[src/rtl/mem_stage.sv]
// ---------------------------------------------------------------------------
// mem_stage -- memory-access stage of a five-stage MIPS-style pipeline.
//
// The stage accepts one instruction from the execute stage. It captures the
// synchronous SRAM read word, which is valid only in the first cycle after
// acceptance. It then aligns and extends that word for LW/LH/LHU/LB/LBU/LWL/LWR
// and passes the result to the writeback stage.
//
// Ports
//   clk              in   rising-edge clock
//   reset            in   asynchronous, active-high reset
//   ws_allowin       in   writeback stage can accept
//   ms_allowin       out  this stage can accept
//   es_to_ms_valid   in   upstream payload valid
//   es_to_ms_bus     in   {rt_value, res_from_mem, gr_we, dest, alu_result, pc}
//   es_load_mem_bus  in   {ld_width, ld_unsigned, ld_lr, addr_lo}
//   data_sram_rdata  in   SRAM read data, valid the cycle after the EXE address
//   ms_to_ws_valid   out  payload valid towards writeback
//   ms_to_ws_bus     out  {gr_we, dest, final_result, pc}
//   ms_write_reg     out  valid register write in this stage (forwarding)
//   ms_reg_dest      out  destination register of this stage (forwarding)
//   ms_to_ds_bus     out  final_result (forwarding)
// ---------------------------------------------------------------------------
module mem_stage (
    input  logic         clk,
    input  logic         reset,
    input  logic         ws_allowin,
    output logic         ms_allowin,
    input  logic         es_to_ms_valid,
    input  logic [102:0] es_to_ms_bus,
    input  logic [6:0]   es_load_mem_bus,
    input  logic [31:0]  data_sram_rdata,
    output logic         ms_to_ws_valid,
    output logic [69:0]  ms_to_ws_bus,
    output logic         ms_write_reg,
    output logic [4:0]   ms_reg_dest,
    output logic [31:0]  ms_to_ds_bus
);

    logic         ms_valid;
    logic         ms_ready_go;
    logic         accept;
    logic         first_cycle;
    logic [31:0]  rdata_buf;
    logic [102:0] bus_r;
    logic [6:0]   ld_r;

    // Unpacked payload fields
    logic [31:0] rt_value;
    logic        res_from_mem;
    logic        gr_we;
    logic [4:0]  dest;
    logic [31:0] alu_result;
    logic [31:0] pc;
    logic [1:0]  ld_width;
    logic        ld_unsigned;
    logic [1:0]  ld_lr;
    logic [1:0]  addr_lo;

    assign {rt_value, res_from_mem, gr_we, dest, alu_result, pc} = bus_r;
    assign {ld_width, ld_unsigned, ld_lr, addr_lo}               = ld_r;

    assign ms_ready_go    = 1'b1;
    assign ms_allowin     = !ms_valid || (ms_ready_go && ws_allowin);
    assign ms_to_ws_valid = ms_valid && ms_ready_go;
    assign accept         = es_to_ms_valid && ms_allowin;

    // NOTE: state registers use non-blocking assignments so every flop samples
    // pre-edge values regardless of statement order.
    // NOTE: the whole payload, including the read-data buffer, is cleared on
    // reset, so no stale instruction or data is visible after reset is released.
    always_ff @(posedge clk or posedge reset) begin
        if (reset) begin
            ms_valid    <= 1'b0;
            first_cycle <= 1'b0;
            rdata_buf   <= 32'h0;
            bus_r       <= '0;
            ld_r        <= '0;
        end else begin
            if (ms_allowin) begin
                ms_valid <= es_to_ms_valid;   // a bubble clears ms_valid
            end
            // The SRAM word is only present in the first cycle. Save it so a
            // stalled instruction keeps its data.
            if (first_cycle) begin
                rdata_buf <= data_sram_rdata;
            end
            first_cycle <= accept;
            if (accept) begin
                bus_r <= es_to_ms_bus;
                ld_r  <= es_load_mem_bus;
            end
        end
    end

    logic [31:0] mem_data;
    logic [31:0] load_result;
    logic [15:0] half_sel;
    logic [7:0]  byte_sel;

    assign mem_data = first_cycle ? data_sram_rdata : rdata_buf;

    // NOTE: every variable gets a default first, so no path can infer a latch.
    always_comb begin
        load_result = mem_data;
        half_sel    = addr_lo[1] ? mem_data[31:16] : mem_data[15:0];
        byte_sel    = 8'h0;
        case (addr_lo)
            2'd0: byte_sel = mem_data[7:0];
            2'd1: byte_sel = mem_data[15:8];
            2'd2: byte_sel = mem_data[23:16];
            2'd3: byte_sel = mem_data[31:24];
            default: byte_sel = 8'h0;
        endcase

        case (ld_width)
            2'b11: load_result = mem_data;
            2'b10: load_result = {{16{!ld_unsigned && half_sel[15]}}, half_sel};
            2'b01: load_result = {{24{!ld_unsigned && byte_sel[7]}}, byte_sel};
            2'b00: begin
                if (ld_lr == 2'b10) begin            // LWL: fill from the top
                    case (addr_lo)
                        2'd0: load_result = {mem_data[7:0],  rt_value[23:0]};
                        2'd1: load_result = {mem_data[15:0], rt_value[15:0]};
                        2'd2: load_result = {mem_data[23:0], rt_value[7:0]};
                        default: load_result = mem_data;
                    endcase
                end else if (ld_lr == 2'b01) begin   // LWR: fill from the bottom
                    case (addr_lo)
                        2'd1: load_result = {rt_value[31:24], mem_data[31:8]};
                        2'd2: load_result = {rt_value[31:16], mem_data[31:16]};
                        2'd3: load_result = {rt_value[31:8],  mem_data[31:24]};
                        default: load_result = mem_data;
                    endcase
                end
            end
            default: load_result = mem_data;
        endcase
    end

    logic [31:0] final_result;

    assign final_result = res_from_mem ? load_result : alu_result;
    assign ms_to_ws_bus = {gr_we, dest, final_result, pc};
    assign ms_write_reg = gr_we && ms_valid;
    assign ms_reg_dest  = dest;
    assign ms_to_ds_bus = final_result;

endmodule
[config.mk]
export PLATFORM = sky130hd
export DESIGN_NAME = mem_stage
export DESIGN_NICKNAME = d
export VERILOG_FILES = /design/src/rtl/mem_stage.sv
export SDC_FILE = /design/constraint.sdc
export NUM_CORES = 1
export LEC_CHECK = 0
export ABC_AREA = 1
export CAP_MARGIN = 20
export CORE_UTILIZATION = 53
export CTS_CLUSTER_DIAMETER = 200
export CTS_CLUSTER_SIZE = 8
export DETAILED_ROUTE_END_ITERATION = 8
export HOLD_SLACK_MARGIN = 0.05
export PLACE_DENSITY = 0.91
export SLEW_MARGIN = 15
export SYNTH_ARGS = -nofsm -noshare
export SYNTH_HDL_FRONTEND = slang
export SYNTH_SLANG_ARGS = --single-unit
[constraint.sdc]
create_clock -name clk -period 7.1 [get_ports clk]
set_clock_uncertainty 0.1 [all_clocks]
set_input_delay 1.065 -clock clk [delete_from_list [all_inputs] [get_ports clk]]
set_output_delay 1.065 -clock clk [all_outputs]
set_load 0.02 [all_outputs]
==> impl_results.rst, run 1 <==
.. list-table::
   :header-rows: 1

   * - Metric
     - Value
   * - Count of buffers added by post-CTS timing repair for setup
     - 0
   * - Sequential group share of total power
     - 30.7%
   * - Clock Latency Late Sink
     - 0.43 ns
   * - CTS tree
     - yes
   * - Number of vias after detailed routing
     - 9783
   * - DR pass1 iterations
     - 6
   * - Vias/cell
     - 5.51
   * - Cell with the largest stage delay on the worst path
     - sky130_fd_sc_hd__dfrtp_1
   * - I/O pin total
     - 256
   * - Required time at the worst-slack endpoint
     - 5.93 ns
   * - Worst hold margin
     - 0.381 ns
   * - Total power per unit cell area
     - 275 mW/mm^2
   * - Achievable clock frequency
     - 0.199 GHz
   * - Effective utilization at floorplan
     - 54.1%
   * - Synthesized cell area
     - 0.00932 mm^2
   * - Total number of H-tree levels
     - 4
   * - Total internal power
     - 2.02 mW
   * - Path type of the worst setup path
     - reg -> out
   * - Post-Layout Cell Count
     - 1776
   * - Max incr delay on CP
     - 0.79 ns
   * - Fillers
     - 1436
   * - Count of antenna-violating nets left after detailed routing
     - 0
   * - Routed len/inst
     - 17.6 um
   * - Maximum fanout along the worst path
     - 32
   * - Area added between synthesis and finish
     - 27.5%
   * - Largest net degree at the start of global routing
     - 96
   * - RSZ-0062 raised after global routing
     - no
   * - Proportion of layout cells with a drive suffix above 1
     - 4.96%
   * - Largest area contributor in the synthesized netlist
     - sky130_fd_sc_hd__dfrtp_1
   * - Type of element launching the critical path
     - flop
   * - Area inside the core boundary
     - 0.0172 mm^2
   * - Worst IR drop on VDD
     - 188 uV
   * - Total routed wirelength
     - 31.3 mm
   * - Hold buffers post-CTS
     - 0
   * - Count leader, synth
     - sky130_fd_sc_hd__nand2_1
   * - Post-synthesis average cell area
     - 6.62 um^2
   * - Number of warning messages in the yosys log
     - 0
   * - All-layer global routing usage
     - 35.4%
   * - Final layout net count
     - 1684
   * - Placer congestion estimate
     - 1.01
   * - Clock tree root buffer cell
     - sky130_fd_sc_hd__clkbuf_16
   * - Number of instances resized during post-cts repair
     - 0
   * - Detailed Place HPWL
     - 21.6 mm
   * - TritonCTS Buffers
     - 17
   * - FF+latch count, synth
     - 144
   * - Clock slew at reported path FFs
     - 0.06 ns
   * - Row count
     - 48
   * - Vias in the first global route
     - 9530
   * - Count of pins over their slew limit
     - 0
   * - Result of the run
     - complete, no violations
   * - Number of antenna violations at the first check in global routing
     - 0
   * - Switching Fraction
     - 38.1%
   * - Combinational fraction of design power
     - 39.4%
   * - Class of the tightest hold or removal check
     - reg -> reg
   * - Total Die Area
     - 0.0181 mm^2
   * - Leading cell types by count after synthesis
     - 715 x sky130_fd_sc_hd__nand2_1, 144 x sky130_fd_sc_hd__dfrtp_1, 82 x sky130_fd_sc_hd__nand3_1
   * - Remaining Overflow, GRT
     - 0
   * - Count of buffers inserted at the top-level ports
     - 255
   * - Slew @ Worst Pin
     - 1.06 ns
   * - X dimension of the die
     - 135 um
   * - Data arrival time at the worst-slack endpoint
     - 3.86 ns
   * - Clock network fraction of total power
     - 29.9%
   * - Clock sink count
     - 144
   * - # Max-Cap Violations
     - 0
   * - Worst Setup End Kind
     - primary output
   * - Switching Power
     - 1.24 mW
   * - Number of DRC markers in iteration 0
     - 1151
   * - Number of library cell types mapped by synthesis
     - 29
   * - Diodes inserted
     - 0
   * - Number of enable-type register cells in the synthesized netlist
     - 0
   * - Largest cells by area after synthesis
     - sky130_fd_sc_hd__dfrtp_1 39%, sky130_fd_sc_hd__nand2_1 29%, sky130_fd_sc_hd__buf_4 6.4%
   * - Maximum number of buffers from clock root to sink
     - 2
   * - Ordered cell list for the critical path
     - inv_2 > nor2_4 > nand2_1 > nand4_2 > nand3_2 > nand2_2 > o21bai_1 > nand2_1 > clkdlybuf4s50_1
   * - Number of endpoints with negative hold slack in the final report
     - 0
   * - Minimum clock period after layout
     - 5.03 ns
   * - Height of the die
     - 135 um
   * - Async S/R FF share, synth
     - 100%
   * - DR DRC count
     - 0
   * - Setup_tns
     - 0 ns
   * - Syn nets
     - 1553
   * - Global-route wire length before repair
     - 49.0 mm
   * - Cell seen most often among critical-path stages
     - sky130_fd_sc_hd__nand2_1
   * - Post-synthesis sequential area ratio
     - 38.7%
   * - Leakage
     - 6.15 nW
   * - Cell count after synthesis
     - 1407
   * - Period utilization
     - 70.8%
   * - Fraction of post-synthesis cell area in the top cell type by area
     - 38.7%
   * - Most frequently used flop master after synthesis
     - sky130_fd_sc_hd__dfrtp_1
   * - Max-Slew Margin vs Limit
     - 29.2%
   * - Instance count after placement with tap cells included
     - 1744
   * - Final setup violation count
     - 0
==> layout make-up <==
class | instances | area (um^2) | area share (%)
Multi-Input combinational cell | 1028 | 4420 | 37.2
Sequential cell | 144 | 3600 | 30.3
Timing Repair Buffer | 262 | 2610 | 21.9
Clock buffer | 18 | 429 | 3.61
Inverter | 85 | 334 | 2.81
Tap cell | 225 | 282 | 2.37
Clock inverter | 14 | 204 | 1.72
==> state kept, by name, indices dropped and copies added (netlist names) <==
register / count
bus_r: 103
rdata_buf: 32
ld_r: 7
first_cycle: 1
ms_to_ws_valid: 1
==> path summary, 6_finish.rpt <==
check,from,to,slack [ns],cells after the start
max in group asynchronous,reset,bus_r[80],4.51,3
worst max-delay path,ld_r[0],ms_to_ds_bus[22],2.07,9
min in group asynchronous,reset,bus_r[64],1.03,2
worst min register to register,bus_r[38],bus_r[38],0.38,2
worst min-delay path,bus_r[38],bus_r[38],0.38,2
worst max register to register,ms_to_ws_valid,bus_r[79],4.13,6
==> placed cells by master, fill, tap and decap left out, types with 10 or more instances in the layout <==
master | Yosys | final
sky130_fd_sc_hd__nand3_1 | 82 | 82
sky130_fd_sc_hd__o21ai_0 | 78 | 78
sky130_fd_sc_hd__nor2_1 | 12 | 12
sky130_fd_sc_hd__inv_1 | 71 | 70
sky130_fd_sc_hd__nand2_1 | 715 | 714
sky130_fd_sc_hd__o21ai_1 | 22 | 22
sky130_fd_sc_hd__clkbuf_16 | 0 | 17
sky130_fd_sc_hd__dfrtp_1 | 144 | 144
sky130_fd_sc_hd__inv_2 | 11 | 10
sky130_fd_sc_hd__clkdlybuf4s50_1 | 0 | 255
sky130_fd_sc_hd__a21oi_1 | 57 | 57
sky130_fd_sc_hd__o21bai_1 | 24 | 24
sky130_fd_sc_hd__nand2_2 | 13 | 13
==> power groups by stage <==
stage                     Clock, mW  Sequential (mW)  Combinational (mW)
after floorplan                   0            0.991               0.870
after global placement            0             1.01                1.25
after detailed placement          0             1.01                1.26
after CTS                     0.983             1.00                1.27
after global routing           1.02             1.01                1.39
final                         0.976             1.00                1.29
==> cell families after synthesis <==
family,share of synthesized area (%)
compound gates,11.2
simple gates,36.2
buf+inv,13.9
flops,38.7
==> metal layers <==
| metal | vias to the layer above | track usage, % | part of all wire [%] |
|---|---|---|---|
| met3 | 106 | 7.17 | 9.1 |
| met2 | 577 | 58.7 | 48 |
| met1 | 4514 | 43.4 | 39 |
| met5 | - | 0 | 0 |
| li1 | 4586 | - | - |
| met4 | 0 | 19.5 | 4.7 |
==> critical path: cells and delay by family, from the launching register on <==
family	cells	cell delay [ns]
DFF	1	0.79
and+or+nand+nor	6	1.65
buffers and inverters	2	0.80
AOI/OAI and AO/OA	1	0.19
==> metrics by stage <==
stage	total power, mW	utilization (%)	worst slack, ns	instance area (um^2)
floorplan	1.86	-	2.07	9320
global placement	2.26	65.3	2.34	11200
detailed placement	2.28	65.3	2.30	11200
CTS	3.26	68.9	2.13	11900
global route	3.42	68.9	1.81	11900
finish	3.27	68.9	2.07	11900
(Power assumes the default switching activity.)
==> run 2: changes to the inputs <==
- CORE_UTILIZATION: 53 -> 49
- PLACE_DENSITY: 0.91 -> 0.85
- clock period: 7.1 -> 4.75 ns (I/O delays scaled with it)
==> impl_results.rst, run 2 (same netlist as run 1, synthesis figures left out) <==
.. list-table::
   :header-rows: 1

   * - Metric
     - Value
   * - Number of instances resized during post-cts repair
     - 0
   * - Result of the run
     - complete, no violations
   * - Worst reg2reg startpoint
     - ms_to_ws_valid
   * - Diodes inserted
     - 0
   * - Row count
     - 50
   * - RSZ-0062 raised after global routing
     - no
   * - Largest registers in the final layout
     - bus_r: 103 flops, rdata_buf: 32 flops, ld_r: 7 flops
   * - Proportion of layout cells with a drive suffix above 1
     - 5.64%
   * - Data arrival time at the worst-slack endpoint
     - 3.40 ns
   * - # Max-Cap Violations
     - 0
   * - Routed len/inst
     - 17.6 um
   * - DR pass1 iterations
     - 7
   * - Area used by multi-input combinational logic
     - 0.00442 mm^2
   * - CTS tree
     - yes
   * - Effective utilization at floorplan
     - 50.0%
   * - Maximum fanout along the worst path
     - 31
   * - Type of element launching the critical path
     - flop
   * - Required time at the worst-slack endpoint
     - 3.94 ns
   * - Fillers
     - 1645
   * - Vias in the first global route
     - 9606
   * - Class of the tightest hold or removal check
     - reg -> reg
   * - Number of antenna violations at the first check in global routing
     - 0
   * - Count of buffers added by post-CTS timing repair for setup
     - 0
   * - Total Die Area
     - 0.0196 mm^2
   * - Clock slew at reported path FFs
     - 0.06 ns
   * - Minimum clock period after layout
     - 4.21 ns
   * - Start point of the critical path
     - ld_r[0]
   * - Most common cell after layout, fill and taps aside
     - sky130_fd_sc_hd__nand2_1
   * - Number of vias after detailed routing
     - 9777
   * - Count of buffers inserted at the top-level ports
     - 255
   * - Final setup violation count
     - 0
   * - Total routed wirelength
     - 31.5 mm
   * - Area added between synthesis and finish
     - 28.1%
   * - Instance count after placement with tap cells included
     - 1763
   * - Register with the most flip-flops
     - bus_r
   * - Number of endpoints with negative hold slack in the final report
     - 0
   * - Critical path capture point
     - ms_to_ds_bus[29]
   * - Vias/cell
     - 5.45
   * - Reg2Reg Capture Point
     - bus_r[70]
   * - Setup_tns
     - 0 ns
   * - Count of antenna-violating nets left after detailed routing
     - 0
   * - Hold buffers post-CTS
     - 0
   * - Clock Latency Late Sink
     - 0.43 ns
   * - Period utilization
     - 88.6%
   * - Post-Layout Cell Count
     - 1795
   * - TritonCTS Buffers
     - 17
   * - Number of DRC markers in iteration 0
     - 1141
   * - Achievable clock frequency
     - 0.238 GHz
   * - I/O pin total
     - 256
   * - Worst IR drop on VDD
     - 266 uV
   * - Maximum number of buffers from clock root to sink
     - 2
   * - Total power per unit cell area
     - 399 mW/mm^2
   * - Post-layout worst setup margin
     - 0.541 ns
   * - Height of the die
     - 140 um
   * - Detailed Place HPWL
     - 22.3 mm
   * - Remaining Overflow, GRT
     - 0
   * - Flip-flop count of the largest register, all copies and words added
     - 103
   * - Worst slack at placement
     - 0.837 ns
   * - Flip-flop and latch area
     - 0.00360 mm^2
   * - All-layer global routing usage
     - 33.1%
   * - Final layout net count
     - 1695
   * - Largest net degree at the start of global routing
     - 89
   * - Area inside the core boundary
     - 0.0186 mm^2
   * - Leakage
     - 6.18 nW
   * - DR DRC count
     - 0
   * - Cells on worst reg2reg path
     - 5
   * - Clock tree root buffer cell
     - sky130_fd_sc_hd__clkbuf_16
   * - Placer congestion estimate
     - 0.992
   * - Flop2flop setup slack
     - 2.75 ns
   * - Finished Core Util
     - 64.0%
   * - Max-Slew Margin vs Limit
     - 36.8%
   * - Slew @ Worst Pin
     - 0.946 ns
   * - Clock sink count
     - 144
   * - X dimension of the die
     - 140 um
   * - Count of pins over their slew limit
     - 0
   * - Total number of H-tree levels
     - 4
   * - Path type of the worst setup path
     - reg -> out
   * - Most used cells in the layout excluding fill and tap cells
     - 714 x sky130_fd_sc_hd__nand2_1, 255 x sky130_fd_sc_hd__clkdlybuf4s50_1, 144 x sky130_fd_sc_hd__dfrtp_1
   * - Worst Setup End Kind
     - primary output
   * - Global-route wire length before repair
     - 50.2 mm
[run 2: changes by cell type in the layout (fill, tap and decap cells not counted), moves of 2 or more]
cell,change
sky130_fd_sc_hd__buf_4,+9
sky130_fd_sc_hd__bufinv_16,-3
sky130_fd_sc_hd__clkbuf_8,+2
sky130_fd_sc_hd__inv_6,+2
[run 2: stage by stage]
stage | instance area (um^2) | power (mW) | hold WS [ns]
final | 11900 | 4.76 | 0.378
after global routing | 11900 | 5.01 | 0.396
after CTS | 11900 | 4.75 | 0.382
after detailed placement | 11300 | 3.42 | 0.364
after global placement | 11300 | 3.40 | 0.361
after floorplan | 9320 | 2.78 | 0.349
[run 2: how the worst min path moves through the flow]
stage | depth (start not counted) | slack (ns) | from | to
finish | 2 | 0.38 | bus_r[8] | bus_r[8]
detailed placement | 2 | 0.36 | bus_r[22] | bus_r[22]
global placement | 2 | 0.36 | bus_r[1] | bus_r[1]
CTS | 2 | 0.38 | bus_r[8] | bus_r[8]
global route | 2 | 0.40 | bus_r[1] | bus_r[1]
floorplan | 2 | 0.35 | bus_r[71] | bus_r[71]
[run 2: cell type report]
type / count / area share (%)
Clock buffer: 19 / 3.79
Clock inverter: 12 / 1.04
Inverter: 85 / 2.80
Multi-Input combinational cell: 1028 / 37.1
Sequential cell: 144 / 30.2
Tap cell: 234 / 2.45
Timing Repair Buffer: 273 / 22.7
[run 2: critical path, stage by stage, from the launching register on]
cell                              delay, ns
sky130_fd_sc_hd__dfrtp_1               0.81
sky130_fd_sc_hd__inv_2                 0.19
sky130_fd_sc_hd__nor2_4                0.14
sky130_fd_sc_hd__buf_4                 0.35
sky130_fd_sc_hd__nand2_1               0.09
sky130_fd_sc_hd__o21ai_1               0.18
sky130_fd_sc_hd__inv_1                 0.11
sky130_fd_sc_hd__nand3_1               0.08
sky130_fd_sc_hd__nand2_1               0.11
sky130_fd_sc_hd__nand2_1               0.09
sky130_fd_sc_hd__o21bai_1              0.09
sky130_fd_sc_hd__nand2_1               0.11
sky130_fd_sc_hd__clkdlybuf4s50_1       0.62
[run 2: power by group]
group	switching (mW)	leakage [nW]	internal [mW]
logic	1.18	4.14	0.754
registers	0.109	1.76	1.39
clock network	0.564	0.278	0.758
total	1.85	6.18	2.91
[run 2: layer usage]
layer | wire length [um] | up-vias | GRT usage (%)
met5 | 0 | - | 0
met4 | 1830 | 0 | 20.2
met3 | 3250 | 126 | 7.52
met2 | 14500 | 565 | 53.5
met1 | 11900 | 4475 | 40.4
li1 | - | 4611 | -
==> run 3: changes to the inputs <==
- clock period: 4.75 -> 4.4 ns (I/O delays scaled with it)
==> impl_results.rst, run 3 (same netlist as run 1, synthesis figures left out) <==
.. list-table::
   :header-rows: 1

   * - Metric
     - Value
   * - Final layout net count
     - 1705
   * - Clock slew at reported path FFs
     - 0.06 ns
   * - Worst Hold Depth
     - 2
   * - Number of antenna violations at the first check in global routing
     - 0
   * - CP delay by family, top
     - buffers and inverters
   * - Slew @ Worst Pin
     - 0.864 ns
   * - Cell seen most often among critical-path stages
     - sky130_fd_sc_hd__nand2_1
   * - Remaining Overflow, GRT
     - 0
   * - Hold buffers post-CTS
     - 0
   * - Routed len/inst
     - 17.4 um
   * - Most used routing layer
     - met2
   * - Minimum clock period after layout
     - 4.05 ns
   * - Switching Power
     - 2.01 mW
   * - Vias/cell
     - 5.43
   * - Required time at the worst-slack endpoint
     - 3.64 ns
   * - Maximum number of buffers from clock root to sink
     - 2
   * - Hold Startpoint
     - bus_r[95]
   * - Grt met2 use
     - 54.2%
   * - X dimension of the die
     - 140 um
   * - Number of instances resized during post-cts repair
     - 0
   * - Path type of the worst setup path
     - reg -> out
   * - Met1 Use GR
     - 40.8%
   * - Post-route design area
     - 0.0120 mm^2
   * - Hold endpoint
     - bus_r[95]
   * - Area after detailed placement
     - 0.0114 mm^2
   * - Setup_tns
     - 0 ns
   * - Total routed wirelength
     - 31.5 mm
   * - Period utilization
     - 92.0%
   * - Type of element launching the critical path
     - flop
   * - Total internal power
     - 3.17 mW
   * - Area inside the core boundary
     - 0.0186 mm^2
   * - All-layer global routing usage
     - 33.2%
   * - Most common cell after layout, fill and taps aside
     - sky130_fd_sc_hd__nand2_1
   * - Met3 track utilization from global routing
     - 6.12%
   * - Largest registers in the final layout
     - bus_r: 103 flops, rdata_buf: 32 flops, ld_r: 7 flops
   * - Final setup violation count
     - 0
   * - Count of antenna-violating nets left after detailed routing
     - 0
   * - Placer congestion estimate
     - 1.00
   * - Row count
     - 50
   * - Max-Slew Margin vs Limit
     - 42.4%
   * - Register with the most flip-flops
     - bus_r
   * - Number of endpoints with negative hold slack in the final report
     - 0
   * - Cells on worst reg2reg path
     - 6
   * - Count of buffers inserted at the top-level ports
     - 255
   * - Sequential group share of total power
     - 31.1%
   * - Vias in the first global route
     - 9695
   * - Global-route wire length before repair
     - 50.2 mm
   * - Flip-flop count of the largest register, all copies and words added
     - 103
   * - Total Die Area
     - 0.0196 mm^2
   * - Switching Fraction
     - 38.8%
   * - Buf/Inv on CP
     - 3
   * - RSZ-0062 raised after global routing
     - no
   * - Result of the run
     - complete, no violations
   * - Area added between synthesis and finish
     - 28.9%
   * - Achievable clock frequency
     - 0.247 GHz
   * - Leakage
     - 6.22 nW
   * - CTS tree
     - yes
   * - Combinational fraction of design power
     - 40.7%
   * - DR DRC count
     - 0
   * - Total power per unit cell area
     - 432 mW/mm^2
   * - Max incr delay on CP
     - 0.85 ns
   * - Effective utilization at floorplan
     - 50.0%
   * - Ordered cell list for the critical path
     - inv_2 > nor2_4 > buf_4 > nand3_1 > nand2_1 > nand2_1 > nand2_1 > nand2_1 > nand2_1 > nand2_1 > o21bai_1 > nand2_1 > clkdlybuf4s50_1
   * - Clock sink count
     - 144
   * - Flop2flop setup slack
     - 2.45 ns
   * - Reg2Reg Capture Point
     - bus_r[0]
   * - Cell with the largest stage delay on the worst path
     - sky130_fd_sc_hd__dfrtp_1
   * - Count of pins over their slew limit
     - 0
   * - DR pass1 iterations
     - 6
   * - Largest net degree at the start of global routing
     - 89
   * - Clock network fraction of total power
     - 28.2%
   * - Most used cells in the layout excluding fill and tap cells
     - 714 x sky130_fd_sc_hd__nand2_1, 255 x sky130_fd_sc_hd__clkdlybuf4s50_1, 144 x sky130_fd_sc_hd__dfrtp_1
   * - Number of DRC markers in iteration 0
     - 894
   * - Worst Setup End Kind
     - primary output
   * - Fillers
     - 1681
   * - # Max-Cap Violations
     - 0
   * - Detailed Place HPWL
     - 22.6 mm
   * - I/O pin total
     - 256
   * - Diodes inserted
     - 0
   * - Proportion of layout cells with a drive suffix above 1
     - 6.23%
   * - Clock tree root buffer cell
     - sky130_fd_sc_hd__clkbuf_16
   * - Total number of H-tree levels
     - 4
   * - Data arrival time at the worst-slack endpoint
     - 3.29 ns
   * - Worst reg2reg startpoint
     - ms_to_ws_valid
   * - Worst IR drop on VDD
     - 269 uV
   * - Class of the tightest hold or removal check
     - reg -> reg
   * - Clock Latency Late Sink
     - 0.42 ns
   * - Count of buffers added by post-CTS timing repair for setup
     - 0
   * - Maximum fanout along the worst path
     - 25
   * - Number of vias after detailed routing
     - 9815
   * - Height of the die
     - 140 um
   * - TritonCTS Buffers
     - 17
## run 3: cell count changes in the layout (fill, tap and decap cells not counted), sizes merged
cell	delta
clkbuf	-1
buf	+10
inv	-3
clkinv	+1
clkinvlp	+3
bufinv	+1
## run 3: power by group through the flow
stage	sequential [mW]	combinational [mW]	clock, mW
2_1_floorplan	1.60	1.40	0
3_5_place_dp	1.63	2.08	0
3_3_place_gp	1.63	2.05	0
4_1_cts	1.61	2.09	1.48
6_report	1.61	2.11	1.46
5_1_grt	1.63	2.28	1.54
## run 3: worst reg2reg max path: stages, from the launching register on
cell                      delay, ns
sky130_fd_sc_hd__dfrtp_1       0.39
sky130_fd_sc_hd__nand2_1       0.15
sky130_fd_sc_hd__nand2_4       0.07
sky130_fd_sc_hd__inv_4         0.55
sky130_fd_sc_hd__buf_4         0.45
sky130_fd_sc_hd__nand2_1       0.10
sky130_fd_sc_hd__nand2_1       0.07
## run 3: metrics by stage
step | std cells | hold slack [ns] | total power, mW | util, % | worst slack, ns
3_5_place_dp | 1774 | 0.365 | 3.71 | 61.3 | 0.633
5_1_grt | 1806 | 0.395 | 5.45 | 64.4 | 0.180
6_report | 1806 | 0.380 | 5.19 | 64.4 | 0.350
4_1_cts | 1806 | 0.381 | 5.18 | 64.4 | 0.366
2_1_floorplan | 1407 | 0.349 | 3.00 | - | 1.79
3_3_place_gp | 1774 | 0.361 | 3.68 | 61.3 | 0.715
## run 3: how the worst max path moves through the flow
| stage | from | depth (start not counted) | slack (ns) | end |
|---|---|---|---|---|
| final | ld_r[1] | 13 | 0.35 | ms_to_ds_bus[22] |
| after global placement | data_sram_rdata[15] | 8 | 0.72 | ms_to_ds_bus[30] |
| after floorplan | data_sram_rdata[15] | 8 | 1.79 | ms_to_ws_bus[52] |
| after CTS | ld_r[1] | 13 | 0.37 | ms_to_ds_bus[22] |
| after global routing | ld_r[1] | 13 | 0.18 | ms_to_ds_bus[22] |
| after detailed placement | data_sram_rdata[7] | 10 | 0.63 | ms_to_ws_bus[60] |
## run 3: layout make-up
type / instances / area (um^2) / share of cell area [%]
Clock buffer: 18 / 429 / 3.57
Multi-Input combinational cell: 1028 / 4420 / 36.8
Tap cell: 234 / 293 / 2.44
Clock inverter: 14 / 156 / 1.30
Sequential cell: 144 / 3600 / 30.0
Inverter: 85 / 333 / 2.77
Timing Repair Buffer: 283 / 2780 / 23.1
## run 3: metal layers
layer | vias up | part of all wire, %
met5 | - | 0
met4 | 0 | 5.5
met3 | 102 | 9.1
met2 | 569 | 47
met1 | 4518 | 39
li1 | 4626 | -
